## src/rtl/freq_meter_pkg.sv

```systemverilog
// Shared definitions for the frequency meter: sequencer states, the measurement
// mode encoding and the default timing constants for a 50 MHz system clock.
package freq_meter_pkg;

    typedef enum logic [2:0] {
        ST_IDLE,
        ST_CLEAR,
        ST_ARM,
        ST_GATE,
        ST_SETTLE,
        ST_DECIDE,
        ST_STORE,
        ST_HOLD
    } state_t;

    localparam logic MODE_COUNT  = 1'b0;
    localparam logic MODE_PERIOD = 1'b1;

    localparam int DEF_GATE_CYC    = 50_000_000;
    localparam int DEF_TIMEOUT_CYC = 100_000_000;
    localparam int DEF_SETTLE_CYC  = 4;
    localparam int DEF_HOLD_CYC    = 25_000_000;
    localparam int DEF_N_LOW       = 1000;

    function automatic int max3(input int a, input int b, input int c);
        int m;
        m = (a > b) ? a : b;
        return (m > c) ? m : c;
    endfunction

endpackage

```

## src/rtl/sync_edge_det.sv

```systemverilog
// Two-flop synchroniser for an asynchronous input followed by a rising-edge
// detector; rise is a registered one-cycle pulse, rise_next announces it a cycle early.
module sync_edge_det (
    input  logic clk,
    input  logic rst_n,
    input  logic din,
    output logic rise,
    output logic rise_next
);

    logic meta;
    logic sync;
    logic sync_d;

    always_ff @(posedge clk or negedge rst_n) begin
        if (!rst_n) begin
            meta   <= 1'b0;
            sync   <= 1'b0;
            sync_d <= 1'b0;
            rise   <= 1'b0;
        end else begin
            meta   <= din;
            sync   <= meta;
            sync_d <= sync;
            rise   <= sync & ~sync_d;
        end
    end

    // The value rise will carry on the next cycle; lets a registered consumer act on that cycle.
    assign rise_next = sync & ~sync_d;

endmodule

```

## src/rtl/freq_meas_ctrl.sv

```systemverilog
// Measurement sequencer for the frequency meter: counter clear, gate window, store
// strobe, auto-ranging between direct count and period measurement, range flags.
module freq_meas_ctrl
    import freq_meter_pkg::*;
#(
    parameter int GATE_CYC    = DEF_GATE_CYC,
    parameter int TIMEOUT_CYC = DEF_TIMEOUT_CYC,
    parameter int SETTLE_CYC  = DEF_SETTLE_CYC,
    parameter int HOLD_CYC    = DEF_HOLD_CYC,
    parameter int N_LOW       = DEF_N_LOW
) (
    input  logic        CLK_50,
    input  logic        nRST,
    input  logic        run,
    input  logic        sig_in,
    input  logic        OF,
    input  logic [3:0]  LatchBCD3,
    input  logic [3:0]  LatchBCD2,
    input  logic [15:0] N,
    output logic        Clr,
    output logic        Gate,
    output logic        Store,
    output logic        measure_mode,
    output logic        over_range,
    output logic        under_range,
    output logic        busy
);

    localparam int CNT_W = $clog2(max3(GATE_CYC, SETTLE_CYC, HOLD_CYC) + 1);
    localparam int TMO_W = $clog2(TIMEOUT_CYC + 1);

    localparam logic [CNT_W-1:0] GATE_LAST   = CNT_W'(GATE_CYC - 1);
    localparam logic [CNT_W-1:0] SETTLE_LAST = CNT_W'(SETTLE_CYC - 1);
    localparam logic [CNT_W-1:0] HOLD_LAST   = CNT_W'(HOLD_CYC - 1);
    localparam logic [TMO_W-1:0] TMO_LAST    = TMO_W'(TIMEOUT_CYC - 1);
    localparam logic [15:0]      N_LOW_V     = 16'(N_LOW);

    state_t           state;
    logic [CNT_W-1:0] cnt;
    logic [TMO_W-1:0] tcnt;
    logic             range_used;
    logic             over_hit;
    logic             under_hit;
    logic             sig_rise;
    logic             sig_rise_next;
    logic             tmo_hit;
    logic             range_req;

    sync_edge_det u_sig_sync (
        .clk       (CLK_50),
        .rst_n     (nRST),
        .din       (sig_in),
        .rise      (sig_rise),
        .rise_next (sig_rise_next)
    );

    assign tmo_hit = (tcnt == TMO_LAST);

    // A range change is allowed once per HOLD-to-HOLD cycle; a second request simply stores.
    assign range_req = !range_used && !OF &&
                       ((measure_mode == MODE_COUNT) ? (LatchBCD3 == 4'd0 && LatchBCD2 == 4'd0)
                                                     : (N < N_LOW_V));

    always_ff @(posedge CLK_50 or negedge nRST) begin
        if (!nRST) begin
            state        <= ST_IDLE;
            cnt          <= '0;
            tcnt         <= '0;
            range_used   <= 1'b0;
            over_hit     <= 1'b0;
            under_hit    <= 1'b0;
            Clr          <= 1'b0;
            Gate         <= 1'b0;
            Store        <= 1'b0;
            measure_mode <= MODE_COUNT;
            over_range   <= 1'b0;
            under_range  <= 1'b0;
            busy         <= 1'b0;
        end else begin
            Clr   <= 1'b0;
            Store <= 1'b0;
            case (state)
                ST_IDLE: begin
                    if (run) begin
                        state <= ST_CLEAR;
                        Clr   <= 1'b1;
                        busy  <= 1'b1;
                    end
                end
                ST_CLEAR: begin
                    cnt  <= '0;
                    tcnt <= '0;
                    if (measure_mode == MODE_COUNT) begin
                        state <= ST_GATE;
                        Gate  <= 1'b1;
                    end else begin
                        state <= ST_ARM;
                    end
                end
                ST_ARM: begin
                    if (tmo_hit) begin
                        state       <= ST_STORE;
                        Store       <= 1'b1;
                        under_range <= 1'b1;
                        under_hit   <= 1'b1;
                    end else begin
                        tcnt <= tcnt + 1'b1;
                        if (sig_rise) begin
                            state <= ST_GATE;
                            Gate  <= 1'b1;
                        end
                    end
                end
                ST_GATE: begin
                    if (measure_mode == MODE_COUNT) begin
                        if (cnt == GATE_LAST) begin
                            state <= ST_SETTLE;
                            Gate  <= 1'b0;
                            cnt   <= '0;
                        end else begin
                            cnt <= cnt + 1'b1;
                        end
                    end else if (tmo_hit) begin
                        state       <= ST_STORE;
                        Gate        <= 1'b0;
                        Store       <= 1'b1;
                        under_range <= 1'b1;
                        under_hit   <= 1'b1;
                    end else begin
                        tcnt <= tcnt + 1'b1;
                        // Closing on rise_next keeps Gate already low in the closing sig_rise cycle.
                        if (sig_rise_next) begin
                            state <= ST_SETTLE;
                            Gate  <= 1'b0;
                            cnt   <= '0;
                        end
                    end
                end
                ST_SETTLE: begin
                    if (cnt == SETTLE_LAST) begin
                        state <= ST_DECIDE;
                    end else begin
                        cnt <= cnt + 1'b1;
                    end
                end
                ST_DECIDE: begin
                    if (range_req) begin
                        state        <= ST_CLEAR;
                        Clr          <= 1'b1;
                        measure_mode <= ~measure_mode;
                        range_used   <= 1'b1;
                    end else begin
                        state <= ST_STORE;
                        Store <= 1'b1;
                        if (OF && measure_mode == MODE_COUNT) begin
                            over_range <= 1'b1;
                            over_hit   <= 1'b1;
                        end
                        if (OF && measure_mode == MODE_PERIOD) begin
                            under_range <= 1'b1;
                            under_hit   <= 1'b1;
                        end
                    end
                end
                ST_STORE: begin
                    // Flags from an earlier result stay visible through this Store, then drop.
                    over_range  <= over_hit;
                    under_range <= under_hit;
                    over_hit    <= 1'b0;
                    under_hit   <= 1'b0;
                    range_used  <= 1'b0;
                    cnt         <= '0;
                    state       <= ST_HOLD;
                end
                ST_HOLD: begin
                    if (cnt == HOLD_LAST) begin
                        if (run) begin
                            state <= ST_CLEAR;
                            Clr   <= 1'b1;
                        end else begin
                            state <= ST_IDLE;
                            busy  <= 1'b0;
                        end
                    end else begin
                        cnt <= cnt + 1'b1;
                    end
                end
                default: begin
                    state <= ST_IDLE;
                    busy  <= 1'b0;
                    Gate  <= 1'b0;
                end
            endcase
        end
    end

endmodule

```

## config.mk

```make
export PLATFORM = sky130hd
export DESIGN_NAME = freq_meas_ctrl
export DESIGN_NICKNAME = d
export VERILOG_FILES = /design/src/rtl/freq_meter_pkg.sv /design/src/rtl/sync_edge_det.sv /design/src/rtl/freq_meas_ctrl.sv
export SDC_FILE = /design/constraint.sdc
export NUM_CORES = 1
export LEC_CHECK = 0
export CAP_MARGIN = 20
export CORE_ASPECT_RATIO = 1.25
export CORE_MARGIN = 2
export CORE_UTILIZATION = 30
export CTS_CLUSTER_SIZE = 14
export DETAILED_ROUTE_END_ITERATION = 8
export HOLD_SLACK_MARGIN = 0.08
export SYNTH_ARGS = -nofsm -noshare
export SYNTH_HDL_FRONTEND = slang
export SYNTH_SLANG_ARGS = --single-unit
```

## constraint.sdc

```tcl
create_clock -name CLK_50 -period 2.3 [get_ports CLK_50]
set_input_delay 0.23 -clock CLK_50 [delete_from_list [all_inputs] [get_ports CLK_50]]
set_output_delay 0.23 -clock CLK_50 [all_outputs]
set_load 0.005 [all_outputs]
```

==> metrics.md <==
| Metric | Value |
|---|---|
| Status | `finished clean` |
| Layout cell share with drive strength beyond 1 | `20.1%` |
| DP Area | `4890 µm²` |
| Mapped cell area | `4020 µm²` |
| Die Span X | `108 µm` |
| Clock Power Share | `28.1%` |
| Via count | `3815` |
| Min-delay worst type | `in -> reg` |
| CP arrival | `2490 ps` |
| Max reg flops | `27` |
| Least-Margin Pin Slew | `467 ps` |
| Largest net degree at the start of global routing | `71` |
| Avg Cell Area, Syn | `8.84 µm²` |
| Async SR Flop Fraction | `100%` |
| TritonCTS clock tree | `yes` |
| Post-DP HPWL | `8.27 mm` |
| Avg WL per Cell | `16.0 µm` |
| Post-synthesis compound-gate area fraction | `18.3%` |
| # rows | `47` |
| Num CTS Buffers | `9` |
| Regs by FF count | `tcnt (27), cnt (26), state (3)` |
| Skew final | `9.43 ps` |
| Seq pwr share | `29.7%` |
| Aggregate global routing overflow | `0` |
| RSZ-0062 raised after global routing | `yes` |
| Post-synth top cells | `dfrtp_1 (70), nand2_1 (56), nor2_1 (42)` |
| Count of final hold-check violations | `0` |
| Most frequent cell after synthesis | `dfrtp_1` |
| Area of the core | `13200 µm²` |
| WS Path Type | `reg -> reg` |
| Largest family of logic cells by synthesized area | `simple AND/OR/NAND/NOR gates` |
| Final Cell Area | `5360 µm²` |
| Post-synthesis sequential area ratio | `43.5%` |
| Clock transition at the registers of the reported paths | `60 ps` |
| Overall routing resource usage | `16.4%` |
| CTS Sinks | `70` |
| Post-CTS setup buffer count | `0` |
| Seq cells post-synth | `70` |
| Power per Cell Area | `955 nW/µm²` |
| Yosys top cell area share | `43.5%` |
| DR iter-0 viols | `219` |
| Ports | `36` |
| Drt pass-1 iters | `4` |
| Worst-Skew Late Latency | `340 ps` |
| Logic pwr share | `42.2%` |
| Synthesized net count | `486` |
| Die area | `14400 µm²` |
| Period minus WS final | `2230 ps` |
| Initial antenna violation count | `0` |
| Clk root buf | `clkbuf_16` |
| Switching power | `1.93 mW` |
| Synth Warn # | `0` |
| Synth top area cells | `dfrtp_1 (44%), nand2_1 (5.2%), o21ai_0 (4.1%)` |
| WL final | `11.4 mm` |
| Synth area leader | `dfrtp_1` |
| Post-synthesis mux area share | `0%` |
| DRC Markers | `0` |
| Post-Synthesis Cells | `455` |
| Starting Density | `30.5%` |
| Largest Register | `tcnt` |
| Ys flop type | `dfrtp_1` |
| Input/output buffers | `32` |
| Util after Layout | `40.7%` |
| Slew HR | `68.6%` |
| # setup viols final | `0` |
| RePlAce Congestion | `0.916` |
| Vias in the first global route | `3890` |
| Diodes inserted | `0` |
| Final Cycle Share | `96.8%` |
| Post-synth cell types | `58` |
| Fmax | `0.449 GHz` |
| Critical Path Fanout Max | `16` |
| Clk buf depth | `2` |
| Vias per inst | `5.36` |
| Max-cap viol count | `0` |
| Pleak | `2.28 nW` |
| Sw Share | `37.7%` |
| Antenna Nets Post-Route | `0` |
| Endpoint class of the critical path | `register` |
| First-pass GRT wire length | `19.0 mm` |
| Peak VDD IR | `0.555 mV` |
| Max Slew Vio Count | `0` |
| Synth Area in Simple Gates | `28.6%` |
| Post-synth EDFFs | `0` |
| P&R area growth vs syn | `33.2%` |
| CTS H-tree depth | `3` |
| Synth Area in Adders | `0.622%` |
| Synth Area in XOR/XNOR | `4.79%` |
| Crit start category | `register` |
| Die Y | `133 µm` |
| Pint | `3.19 mW` |
| Worst endpoint required time | `2560 ps` |
| Post-layout nets | `567` |
## cell type report
class | instances | area, µm²
repair buffers | 90 | 812
fillers | 1316 | 7820
inverters | 11 | 41.3
clock inverters | 5 | 56.3
well taps | 171 | 214
clock buffers | 11 | 253
multi-input cells | 354 | 2230
flip-flops and latches | 70 | 1750
## stage by stage
stage,std cells,setup TNS [ps],hold slack (ps),power [mW],setup slack [ps]
floorplan,455,0,-65.6,2.74,228
global placement,694,-396,291,3.48,-67.5
detailed placement,694,-798,294,3.52,-111
CTS,711,0,332,5.00,17.8
global route,712,-62.1,348,5.39,-39.5
finish,712,0,336,5.11,73.3
## metal layers
metal	vias to the layer above	routed length [µm]	GRT usage [%]
met5	-	0	0
met4	0	252	5.34
met3	19	305	2.54
met2	73	6210	31.0
met1	1882	4640	18.6
li1	1841	-	-
## final timing paths
check | startpoint | to | slack [ps] | depth (start not counted)
worst max-delay path | cnt[0] | cnt[21] | 70 | 10
worst min-delay path | sig_in | u_sig_sync.meta | 340 | 1
worst max register to register | cnt[0] | cnt[21] | 70 | 10
worst min register to register | u_sig_sync.meta | u_sig_sync.sync | 350 | 0
max in group asynchronous | nRST | cnt[11] | 1530 | 3
min in group asynchronous | nRST | tcnt[4] | 460 | 3
## cell families (layout without fill, tap and decap cells)
kind of cell,after synthesis,after routing
simple gates,221,221
fa+ha+maj,2,2
buf+inv,31,117
xor+xnor,22,22
flops,70,70
compound gates,109,109
## cells in the final DEF, fill, tap and decap left out, types with 3 or more instances in the layout
cell type and instances:
a22o_1 8, and2_1 5, buf_12 3, or3_1 7, o21ai_1 3, a2bb2oi_1 6, nand3_1 26, o31ai_1 7
buf_4 52, xnor2_1 12, inv_1 9, xor2_1 10, o21ai_0 30, nor4_1 7, and3_1 11, clkdlybuf4s50_1 31
nand4_1 15, and4_1 5, dfrtp_1 68, nor3_1 15, nor2_1 41, a21o_1 3, nor2b_1 5, nand2_1 55
a31oi_1 5, a21oi_1 18, nor4_2 5, clkbuf_16 10, or4_1 3
## power by group through the flow
stage	logic, mW	clock network, mW	registers [mW]
6_report	2.16	1.43	1.52
5_1_grt	2.35	1.51	1.53
4_1_cts	2.02	1.46	1.51
3_5_place_dp	1.99	0	1.53
3_3_place_gp	1.95	0	1.52
2_1_floorplan	1.26	0	1.48
## worst max-delay path, stage by stage, from the launching register on
cell and delay [ps]:
dfrtp_1 390, ha_2 190, and4_4 180, buf_4 150, nand2_4 70, nor4_2 50, o211ai_1 270, nand4_1 210
buf_12 210, or3_4 360, o21ai_1 80
## timing repair
action / 4_1_cts / 5_1_grt
gates resized for setup: 7 / 25
cloned: 0 / 1
hold buffers: 1 / 0
setup endpoints to repair: 13 / 38
pin swaps: 2 / 5
hold endpoints to repair: 70 / 0
(Power assumes the default switching activity.)
